<file path="src/rtl/vx_vec_dispatch_router_if.sv">
// Operand-beat stream into the dispatch router and the per-unit execute-lane outputs.
// master = operand collector / execute units side, slave = router side.
interface vx_vec_dispatch_router_if #(
    parameter int NUM_EX    = 4,
    parameter int EX_BITS   = 2,
    parameter int WIS_W     = 4,
    parameter int PAYLOAD_W = 256
);
    logic                        in_valid;
    logic                        in_ready;
    logic [EX_BITS-1:0]          in_ex_type;
    logic [WIS_W-1:0]            in_wis;
    logic                        in_is_vec;
    logic                        in_is_last;
    logic [PAYLOAD_W-1:0]        in_payload;
    logic [NUM_EX-1:0]           out_valid;
    logic [NUM_EX*PAYLOAD_W-1:0] out_payload;
    logic [NUM_EX-1:0]           out_is_last;
    logic [NUM_EX-1:0]           out_ready;
    logic                        err;

    modport master (
        output in_valid, in_ex_type, in_wis, in_is_vec, in_is_last, in_payload, out_ready,
        input  in_ready, out_valid, out_payload, out_is_last, err
    );

    modport slave (
        input  in_valid, in_ex_type, in_wis, in_is_vec, in_is_last, in_payload, out_ready,
        output in_ready, out_valid, out_payload, out_is_last, err
    );
endinterface

</file>
<file path="src/rtl/vx_vec_dispatch_router.sv">
// Routes operand beats to NUM_EX execute lanes through 2-entry elastic buffers, keeping vector bursts
// contiguous on one lane. Optional perf counters: define VX_VEC_DISPATCH_PERF_EN.
module vx_vec_dispatch_router #(
    parameter int NUM_EX    = 4,
    parameter int EX_BITS   = 2,
    parameter int WIS_W     = 4,
    parameter int PAYLOAD_W = 256,
    parameter int MAX_LANES = 8
) (
    input  logic clk,
    input  logic reset_n,
    vx_vec_dispatch_router_if.slave bus
`ifdef VX_VEC_DISPATCH_PERF_EN
    ,
    output logic [31:0] perf_stall_cycles,
    output logic [31:0] perf_vec_bursts
`endif
);
    localparam int LC_W = $clog2(MAX_LANES + 1);

    typedef enum logic {IDLE, VEC_BURST} state_e;

    // Assert asynchronously, release on a clock edge so every flop leaves reset in the same cycle.
    logic [1:0] rst_sync;
    logic       rst_n;

    always_ff @(posedge clk or negedge reset_n) begin
        if (!reset_n) rst_sync <= 2'b00;
        else          rst_sync <= {rst_sync[0], 1'b1};
    end
    assign rst_n = rst_sync[1];

    state_e               state;
    logic [EX_BITS-1:0]   lock_ex;
    logic [WIS_W-1:0]     lock_wis;
    logic [LC_W-1:0]      lane_cnt;
    logic                 err_q;

    logic [1:0]           fcnt      [NUM_EX];
    logic [1:0]           occ       [NUM_EX];
    logic [PAYLOAD_W-1:0] head_pl   [NUM_EX];
    logic [PAYLOAD_W-1:0] tail_pl   [NUM_EX];
    logic [NUM_EX-1:0]    head_last;
    logic [NUM_EX-1:0]    tail_last;
    logic [NUM_EX-1:0]    push, pop, fifo_full;

    logic                 in_burst, ex_legal, tgt_full, burst_block;
    logic                 accept, route, lane_cap, beat_last;
    logic [EX_BITS-1:0]   tgt;
    logic [LC_W-1:0]      lane_nxt;

    assign in_burst    = (state == VEC_BURST);
    assign ex_legal    = 32'(bus.in_ex_type) < NUM_EX;
    assign tgt         = in_burst ? lock_ex : bus.in_ex_type;
    assign burst_block = in_burst & ~(bus.in_is_vec & (bus.in_wis == lock_wis));
    assign lane_nxt    = lane_cnt + 1'b1;
    assign lane_cap    = in_burst & (lane_nxt == LC_W'(MAX_LANES));
    assign beat_last   = ~bus.in_is_vec | bus.in_is_last | lane_cap;

    // An illegal target matches no unit, so tgt_full stays 0 and the beat is taken and dropped.
    assign bus.in_ready = rst_n & ~tgt_full & ~burst_block;
    assign accept       = bus.in_valid & bus.in_ready;
    assign route        = accept & (in_burst | ex_legal);

    // NOTE: every always_comb output gets a default before any conditional write so no latch is inferred.
    always_comb begin
        push      = '0;
        pop       = '0;
        fifo_full = '0;
        tgt_full  = 1'b0;
        for (int i = 0; i < NUM_EX; i++) begin
            pop[i]       = (fcnt[i] != 2'd0) & bus.out_ready[i];
            push[i]      = route & (tgt == EX_BITS'(i));
            fifo_full[i] = (fcnt[i] == 2'd2) & ~bus.out_ready[i];
            occ[i]       = fcnt[i] - 2'(pop[i]);
            if (tgt == EX_BITS'(i)) tgt_full = fifo_full[i];
        end
    end

    always_comb begin
        bus.out_valid   = '0;
        bus.out_payload = '0;
        for (int i = 0; i < NUM_EX; i++) begin
            bus.out_valid[i] = (fcnt[i] != 2'd0);
            bus.out_payload[i*PAYLOAD_W +: PAYLOAD_W] = head_pl[i];
        end
    end
    assign bus.out_is_last = head_last;
    assign bus.err         = err_q;

    // NOTE: buffer storage is reset too, because the registered head drives out_payload directly and must read 0 out of reset.
    always_ff @(posedge clk or negedge rst_n) begin
        if (!rst_n) begin
            head_last <= '0;
            tail_last <= '0;
            for (int i = 0; i < NUM_EX; i++) begin
                fcnt[i]    <= 2'd0;
                head_pl[i] <= '0;
                tail_pl[i] <= '0;
            end
        end else begin
            for (int i = 0; i < NUM_EX; i++) begin
                fcnt[i] <= fcnt[i] + 2'(push[i]) - 2'(pop[i]);
                if (pop[i] && fcnt[i] == 2'd2) begin
                    head_pl[i]   <= tail_pl[i];
                    head_last[i] <= tail_last[i];
                end
                // A same-cycle pop already moved the tail up, so the push lands in whichever slot is now free.
                if (push[i]) begin
                    if (occ[i] == 2'd0) begin
                        head_pl[i]   <= bus.in_payload;
                        head_last[i] <= beat_last;
                    end else begin
                        tail_pl[i]   <= bus.in_payload;
                        tail_last[i] <= beat_last;
                    end
                end
            end
        end
    end

    // NOTE: sequential state uses non-blocking assignments so all flops sample pre-edge values.
    always_ff @(posedge clk or negedge rst_n) begin
        if (!rst_n) begin
            state    <= IDLE;
            lock_ex  <= '0;
            lock_wis <= '0;
            lane_cnt <= '0;
            err_q    <= 1'b0;
        end else if (accept) begin
            case (state)
                IDLE: begin
                    if (!ex_legal) begin
                        err_q <= 1'b1;
                    end else if (bus.in_is_vec && !bus.in_is_last) begin
                        state    <= VEC_BURST;
                        lock_ex  <= bus.in_ex_type;
                        lock_wis <= bus.in_wis;
                        lane_cnt <= LC_W'(1);
                    end
                end
                VEC_BURST: begin
                    if (bus.in_ex_type != lock_ex) err_q <= 1'b1;
                    if (bus.in_is_last) begin
                        state    <= IDLE;
                        lane_cnt <= '0;
                    end else if (lane_cap) begin
                        err_q    <= 1'b1;
                        state    <= IDLE;
                        lane_cnt <= '0;
                    end else begin
                        lane_cnt <= lane_nxt;
                    end
                end
                default: state <= IDLE;
            endcase
        end
    end

`ifdef VX_VEC_DISPATCH_PERF_EN
    always_ff @(posedge clk or negedge rst_n) begin
        if (!rst_n) begin
            perf_stall_cycles <= '0;
            perf_vec_bursts   <= '0;
        end else begin
            if (bus.in_valid && !bus.in_ready)          perf_stall_cycles <= perf_stall_cycles + 32'd1;
            if (accept && in_burst && bus.in_is_last)   perf_vec_bursts   <= perf_vec_bursts + 32'd1;
        end
    end
`endif

endmodule

</file>
<file path="src/flat_wrapper.sv">
// flat-port wrapper written by rule: the top's interface ports become plain ports
module vx_vec_dispatch_router_flat 
#(
    parameter int NUM_EX    = 4,
    parameter int EX_BITS   = 2,
    parameter int WIS_W     = 4,
    parameter int PAYLOAD_W = 256,
    parameter int MAX_LANES = 8
)
  (clk, reset_n, bus_in_valid, bus_in_ex_type, bus_in_wis, bus_in_is_vec, bus_in_is_last, bus_in_payload, bus_out_ready, bus_in_ready, bus_out_valid, bus_out_payload, bus_out_is_last, bus_err);
  vx_vec_dispatch_router_if #(.NUM_EX(NUM_EX), .EX_BITS(EX_BITS), .WIS_W(WIS_W), .PAYLOAD_W(PAYLOAD_W)) bus_i ();
  input  logic clk;
  input  logic reset_n;
  input wire logic [$bits(bus_i.in_valid)-1:0] bus_in_valid;
  input wire logic [$bits(bus_i.in_ex_type)-1:0] bus_in_ex_type;
  input wire logic [$bits(bus_i.in_wis)-1:0] bus_in_wis;
  input wire logic [$bits(bus_i.in_is_vec)-1:0] bus_in_is_vec;
  input wire logic [$bits(bus_i.in_is_last)-1:0] bus_in_is_last;
  input wire logic [$bits(bus_i.in_payload)-1:0] bus_in_payload;
  input wire logic [$bits(bus_i.out_ready)-1:0] bus_out_ready;
  output wire logic [$bits(bus_i.in_ready)-1:0] bus_in_ready;
  output wire logic [$bits(bus_i.out_valid)-1:0] bus_out_valid;
  output wire logic [$bits(bus_i.out_payload)-1:0] bus_out_payload;
  output wire logic [$bits(bus_i.out_is_last)-1:0] bus_out_is_last;
  output wire logic [$bits(bus_i.err)-1:0] bus_err;
  assign bus_i.in_valid = bus_in_valid;
  assign bus_i.in_ex_type = bus_in_ex_type;
  assign bus_i.in_wis = bus_in_wis;
  assign bus_i.in_is_vec = bus_in_is_vec;
  assign bus_i.in_is_last = bus_in_is_last;
  assign bus_i.in_payload = bus_in_payload;
  assign bus_i.out_ready = bus_out_ready;
  assign bus_in_ready = bus_i.in_ready;
  assign bus_out_valid = bus_i.out_valid;
  assign bus_out_payload = bus_i.out_payload;
  assign bus_out_is_last = bus_i.out_is_last;
  assign bus_err = bus_i.err;
  vx_vec_dispatch_router #(.NUM_EX(NUM_EX), .EX_BITS(EX_BITS), .WIS_W(WIS_W), .PAYLOAD_W(PAYLOAD_W), .MAX_LANES(MAX_LANES)) u_core (.clk(clk), .reset_n(reset_n), .bus(bus_i));
endmodule
</file>
<file path="config.mk">
export PLATFORM = sky130hd
export DESIGN_NAME = vx_vec_dispatch_router_flat
export DESIGN_NICKNAME = d
export VERILOG_FILES = /design/src/rtl/vx_vec_dispatch_router_if.sv /design/src/rtl/vx_vec_dispatch_router.sv /design/src/flat_wrapper.sv
export SDC_FILE = /design/constraint.sdc
export NUM_CORES = 2
export LEC_CHECK = 0
export CAP_MARGIN = 10
export CORE_MARGIN = 2
export CORE_UTILIZATION = 25
export CTS_CLUSTER_SIZE = 30
export DETAILED_ROUTE_END_ITERATION = 7
export GPL_TIMING_DRIVEN = 0
export HOLD_SLACK_MARGIN = 0.08
export PLACE_DENSITY = 0.46
export SYNTH_ARGS = -nofsm -noshare
export SYNTH_HDL_FRONTEND = slang
export SYNTH_SLANG_ARGS = --single-unit
</file>
<file path="constraint.sdc">
create_clock -name clk -period 176.5 [get_ports clk]
set_input_delay 52.95 -clock clk [delete_from_list [all_inputs] [get_ports clk]]
set_output_delay 52.95 -clock clk [all_outputs]
set_load 0.01 [all_outputs]
</file>
# Yosys cells after proc, flatten, opt, wreduce, memory -nomap -nowiden
# Cells that the tools add are included.
# word_totals
register_bits	2078
latchBits	0
ram_bits	0
rom_bits	0
in_bits	271
elab_cells	143
n_memories	0
# classes
addsub	13
n_mul	0
div_mod_pow	0
magnitude_cmp	0
n_eq_ne	11
n_shift	0
mux	41
bitwise	33
reduce_logical	22
# ops
cell	count
2-to-1 mux 256 bit	12
2-to-1 mux 1 bit	23
bitwise AND 1 bit	18
subtractor 2 x 1 -> 2 bit	8
inverter 1 bit	13
== test 2 bit, second input constant	6
2-to-1 mux 4 bit	3
AND reduction 2 bit	6
logical NOT 2 bit	5
adder 2 x 1 -> 2 bit	4
one-hot mux 4 bit (2 select lines)	1
nonzero test 2 bit	4
logical AND 1 bit	5
adder 4 x 1 -> 4 bit, second input constant	1
== test 4 bit	1
== test 4 bit, second input constant	1
AND reduction 3 bit	1
== test 2 x 1 -> 1 bit, second input constant	1
2-to-1 mux 2 bit	1
inequality test 2 x 1 -> 1 bit, second input constant	1
inequality test 2 bit	1
bitwise OR 1 bit	2
one-hot mux 1 bit (2 select lines)	1
logical NOT 1 bit	1

# Logic depth before layout (Yosys ltp)
# depth
ltp_word	13
ltp_mapped	11
ltp_nobuf	8

# Worst setup path after synthesis
# Ideal clock, no wire load.
# synth_path
kind	input to output
start	in bus_in_ex_type[0]
end	out bus_in_ready
arrival_ns	54.195
required_ns	123.550
slack_ns	69.355
cell_stages	5
path_buffers	0
cell_sequence	nor2b_1 a32oi_1 o41a_1 nand2_1 nor2_1
# synth_between
elab_chain_cells	9
elab_cells_between_ends	12
classes_between	eq/ne (3); mux (5); bitwise (3); reduce/logical (1)
# synth_lines
item	line	text
start, declared	flat_wrapper.sv:15	input wire logic [$bits(bus_i.in_ex_type)-1:0] bus_in_ex_type;
2-to-1 mux 2 bit *	vx_vec_dispatch_router.sv:54	assign tgt = in_burst ? lock_ex : bus.in_ex_type;
logical NOT 2 bit	vx_vec_dispatch_router.sv:76	if (tgt == EX_BITS'(i)) tgt_full = fifo_full[i];
2-to-1 mux 1 bit (3 in a row)	vx_vec_dispatch_router.sv:76	
2-to-1 mux 1 bit *	vx_vec_dispatch_router.sv:76	
inverter 1 bit *	vx_vec_dispatch_router.sv:61	assign bus.in_ready = rst_n & ~tgt_full & ~burst_block;
bitwise AND 1 bit * (2 in a row)	vx_vec_dispatch_router.sv:61	
end, declared	flat_wrapper.sv:21	output wire logic [$bits(bus_i.in_ready)-1:0] bus_in_ready;
# Every way passes the cells marked *; elsewhere a longest branch is shown, timed or not.

# Worst setup path after layout
# layout_path
start	in bus_in_is_vec
end	out bus_in_ready
# layout_between
elab_chain_cells	5
# layout_lines
item	line	text
start, declared	flat_wrapper.sv:17	input wire logic [$bits(bus_i.in_is_vec)-1:0] bus_in_is_vec;
bitwise AND 1 bit	vx_vec_dispatch_router.sv:55	assign burst_block = in_burst & ~(bus.in_is_vec & (bus.in_wis == lock_wis));
inverter 1 bit	vx_vec_dispatch_router.sv:55	
bitwise AND 1 bit	vx_vec_dispatch_router.sv:55	
inverter 1 bit	vx_vec_dispatch_router.sv:61	
bitwise AND 1 bit	vx_vec_dispatch_router.sv:61	
# Every way passes these cells.

==> results.json <==
{
  "outcome": "completed",
  "max_cap_violations": 0,
  "synth_edf_count": 0,
  "hpwlAfterDp_um": 269000,
  "ir_worst_vdd_mv": 0.00823,
  "seq_power_share_pct": 36.5,
  "power.density_mw_per_mm2": 19.2,
  "r2r-end": "u_core.bus.out_payload[702]",
  "min_period_over_period_pct": 61.9,
  "die_w_um": 603,
  "async_reset_ff_share_pct": 100,
  "h-tree-depth": 5,
  "synth_area_mm2": 0.0898,
  "worst-setup-path-type": "primary input to output pin",
  "critPathArrivalTime_ns": 56.34,
  "clk_pin_slew_ns": 0.05,
  "busiest_layer": "met2",
  "portBuffers": 1304,
  "worstSetupStartpointType": "primary input",
  "insertion_delay_ns": 0.92,
  "cts-buffers-inserted": 267,
  "reg2reg_depth": 11,
  "use_met2_pct": 32.8,
  "internal-power_w": 0.00154,
  "worst_pin_slew_ns": 1.27,
  "worstPathCellList": "clkdlybuf4s50_1 > nand2_1 > o41ai_1 > nand2_1 > nor2_1 > clkdlybuf4s50_1",
  "post-route-worst-setup-slack_ns": 67.21,
  "syn_nets": 6191,
  "drv_slew": 0,
  "met1_usage_pct": 22.9,
  "cp-startpoint": "bus_in_is_vec",
  "dp_slack_ns": 67.32,
  "finalPower_w": 0.00228,
  "cp.required_ns": 123.55,
  "grt_pass1_vias": 59000,
  "finalSetupViolations": 0,
  "cpPeakStageDelay_ns": 1.02,
  "drc_errors": 0,
  "syn_avg_cell_area_um2": 15.2,
  "fp.coreArea_mm2": 0.358,
  "via_count": 56000,
  "clock_path_buffers": 4,
  "gp_congestion": 0.815,
  "grt_max_degree": 72,
  "drt_iter0_drc": 2477,
  "final_nets": 7809,
  "antenna_found_initial": 69,
  "rsz0062_at_grt": "false",
  "clkSinkCount": 2078,
  "pin_count": 1305,
  "net-switching-power_w": 0.000740,
  "drive_gt1_share_pct": 40.7,
  "ys_ff_latch": 2078,
  "rows": 220,
  "antenna_left": 0,
  "r2r_slack_ns": 171.32,
  "grt_overflow": 0,
  "root_buffer": "clkbuf_16",
  "initial_core_util_pct": 25.1,
  "worstHoldPathType": "flip-flop to async pin",
  "finalSetupTns_ns": 0,
  "synth-main-ff-cell": "dfrtp_1",
  "drt_pass1_iterations": 5,
  "grt_use_met3_pct": 4.93,
  "cts_resized": 0,
  "relSlewSlack_pct": 15.3,
  "holdBufCountCts": 0,
  "die_height_um": 603,
  "cts_tree": "built",
  "syn_to_final_growth_pct": 32.4,
  "clockPowerShare_pct": 24.3,
  "routed_wl_um": 354000,
  "crit_slowest_cell": "o41ai_1",
  "grt_pass1_wl_um": 490000,
  "path_max_fanout": 6,
  "p_leak_nw": 53.4,
  "yosysSeqAreaShare_pct": 57.9,
  "worstSetupEndpoint": "bus_in_ready",
  "fmax_mhz": 9.15,
  "die-area_mm2": 0.364,
  "netlist_instances": 5910,
  "power_switching_share_pct": 32.5,
  "wl_per_cell_um": 28.3,
  "grt_usage_pct": 19.0,
  "finalCriticalPeriod_ns": 109.29,
  "cts_setup_buffers": 0,
  "critPathCaptureType": "output pin",
  "vias_per_cell": 4.47,
  "nFillCells": 35100,
  "timing.rr.start": "u_core.rst_sync[1]",
  "skew_ns": 0.0567,
  "hold_viol_final": 0,
  "ys_warn_count": 0,
  "combPwrFrac_pct": 39.3,
  "synth_cell_types": 53
}
[stage by stage]
| stage | area (um2) | hold slack [ns] | std cells | utilization (%) |
|---|---|---|---|---|
| 2_1_floorplan | 89800 | 0.331 | 5910 | - |
| 3_3_place_gp | 109000 | 0.336 | 12000 | 30.4 |
| 3_5_place_dp | 110000 | 0.336 | 12000 | 30.7 |
| 4_1_cts | 119000 | 0.362 | 12500 | 33.2 |
| 5_1_grt | 119000 | 0.370 | 12500 | 33.2 |
| 6_report | 119000 | 0.337 | 12500 | 33.2 |
[state kept, by name, indices dropped and copies added (netlist names)]
| name | cells |
|---|---|
| u_core.bus.err | 1 |
| u_core.bus.out_is_last | 4 |
| u_core.bus.out_payload | 1024 |
| u_core.fcnt | 8 |
| u_core.in_burst | 1 |
| u_core.lane_cnt | 4 |
| u_core.lock_ex | 2 |
| u_core.lock_wis | 4 |
| u_core.rst_sync | 2 |
| u_core.tail_last | 4 |
| u_core.tail_pl | 1024 |
[Yosys cell counts (2+ instances only)]
master     number  area, um2
mux2_1        126       1420
buf_6          17        191
mux2i_1       262       2620
mux2_2       2245      25300
nand3_1         6       30.0
nand2_1         9       33.8
xnor2_1         9       78.8
inv_1          14       52.6
or2_2           2       12.5
ha_1           10        125
and3b_1         2       17.5
a21oi_1       258       1290
o2bb2ai_1       2       17.5
nand3b_1        3       22.5
a21o_1          2       15.0
mux2_4        200       3000
buf_1          10       37.5
o21ai_0         3       15.0
buf_4         101        758
clkbuf_1      150        563
and2_1          6       37.5
nor2_1        260        976
xor2_1          6       52.6
nor3_1          5       25.0
buf_2          72        360
buf_12         22        440
nor3b_1         2       15.0
dfrtp_1      2078      52000
nor2b_1         4       25.0
[layer usage]
metal,vias to the layer above,part of all wire [%]
li1,24500,-
met1,29700,41
met2,1305,49
met3,495,6.0
met4,24,3.8
met5,-,0.042
[layout by cell type, fill, tap and decap left out, drive strengths merged, types with 6 or more instances in the layout]
cell type	netlist	routed
a21oi	258	258
and2	6	6
buf	222	267
bufinv	0	13
clkbuf	150	530
clkdlybuf4s50	0	1304
clkinv	0	51
clkinvlp	0	9
dfrtp	2078	2078
diode	0	18
ha	10	10
inv	14	26
mux2	2571	2571
mux2i	262	262
nand2	10	10
nand3	6	6
nor2	260	260
xnor2	9	9
xor2	6	6
[power groups by stage]
stage	Clock, W	Combinational, W	Sequential, W
finish	0.000553	0.000894	0.000831
global placement	0	0.000880	0.000853
global route	0.000592	0.000949	0.000857
detailed placement	0	0.000909	0.000838
CTS	0.000572	0.000912	0.000831
floorplan	0	0.000414	0.000870
[kinds of logic (layout without fill, tap and decap cells)]
| family | count (synthesis) | after routing | share of synthesized area [%] |
|---|---|---|---|
| compound gates | 278 | 278 | 1.64 |
| xor+xnor | 15 | 15 | 0.146 |
| fa+ha+maj | 10 | 10 | 0.139 |
| buf+inv | 386 | 2200 | 2.68 |
| flops | 2078 | 2078 | 57.9 |
| mux | 2833 | 2833 | 36.0 |
| other cells | 1 | 19 | 0.00418 |
| simple gates | 309 | 309 | 1.44 |
[worst min-delay path by stage]
stage / startpoint / end / slack, ns
6_report: u_core.rst_sync[1] / u_core.bus.out_payload[543] / 0.34
5_1_grt: u_core.rst_sync[0] / u_core.rst_sync[1] / 0.37
4_1_cts: u_core.rst_sync[0] / u_core.rst_sync[1] / 0.36
3_5_place_dp: u_core.rst_sync[0] / u_core.rst_sync[1] / 0.34
3_3_place_gp: u_core.rst_sync[0] / u_core.rst_sync[1] / 0.34
2_1_floorplan: u_core.rst_sync[0] / u_core.rst_sync[1] / 0.33
[critical path: cells and delay by family]
family,cells,cell delay [ns]
AO/OA/AOI/OAI,1,1.02
AND/OR/NAND/NOR,3,0.76
buffers and inverters,2,1.59
[final cells by class]
class                           instances  area, um2  area share, %
Tap cell                             4773       5970           5.03
Sequential cell                      2078      52000           43.8
Timing Repair Buffer                 1349      14200           11.9
Antenna cell                           18       45.0         0.0379
Buffer                                372       2370           1.99
Clock inverter                         85       1050          0.888
Multi-Input combinational cell       3446      35400           29.8
Clock buffer                          380       7770           6.54
Inverter                               14       52.6         0.0442
(Power assumes the default switching activity.)
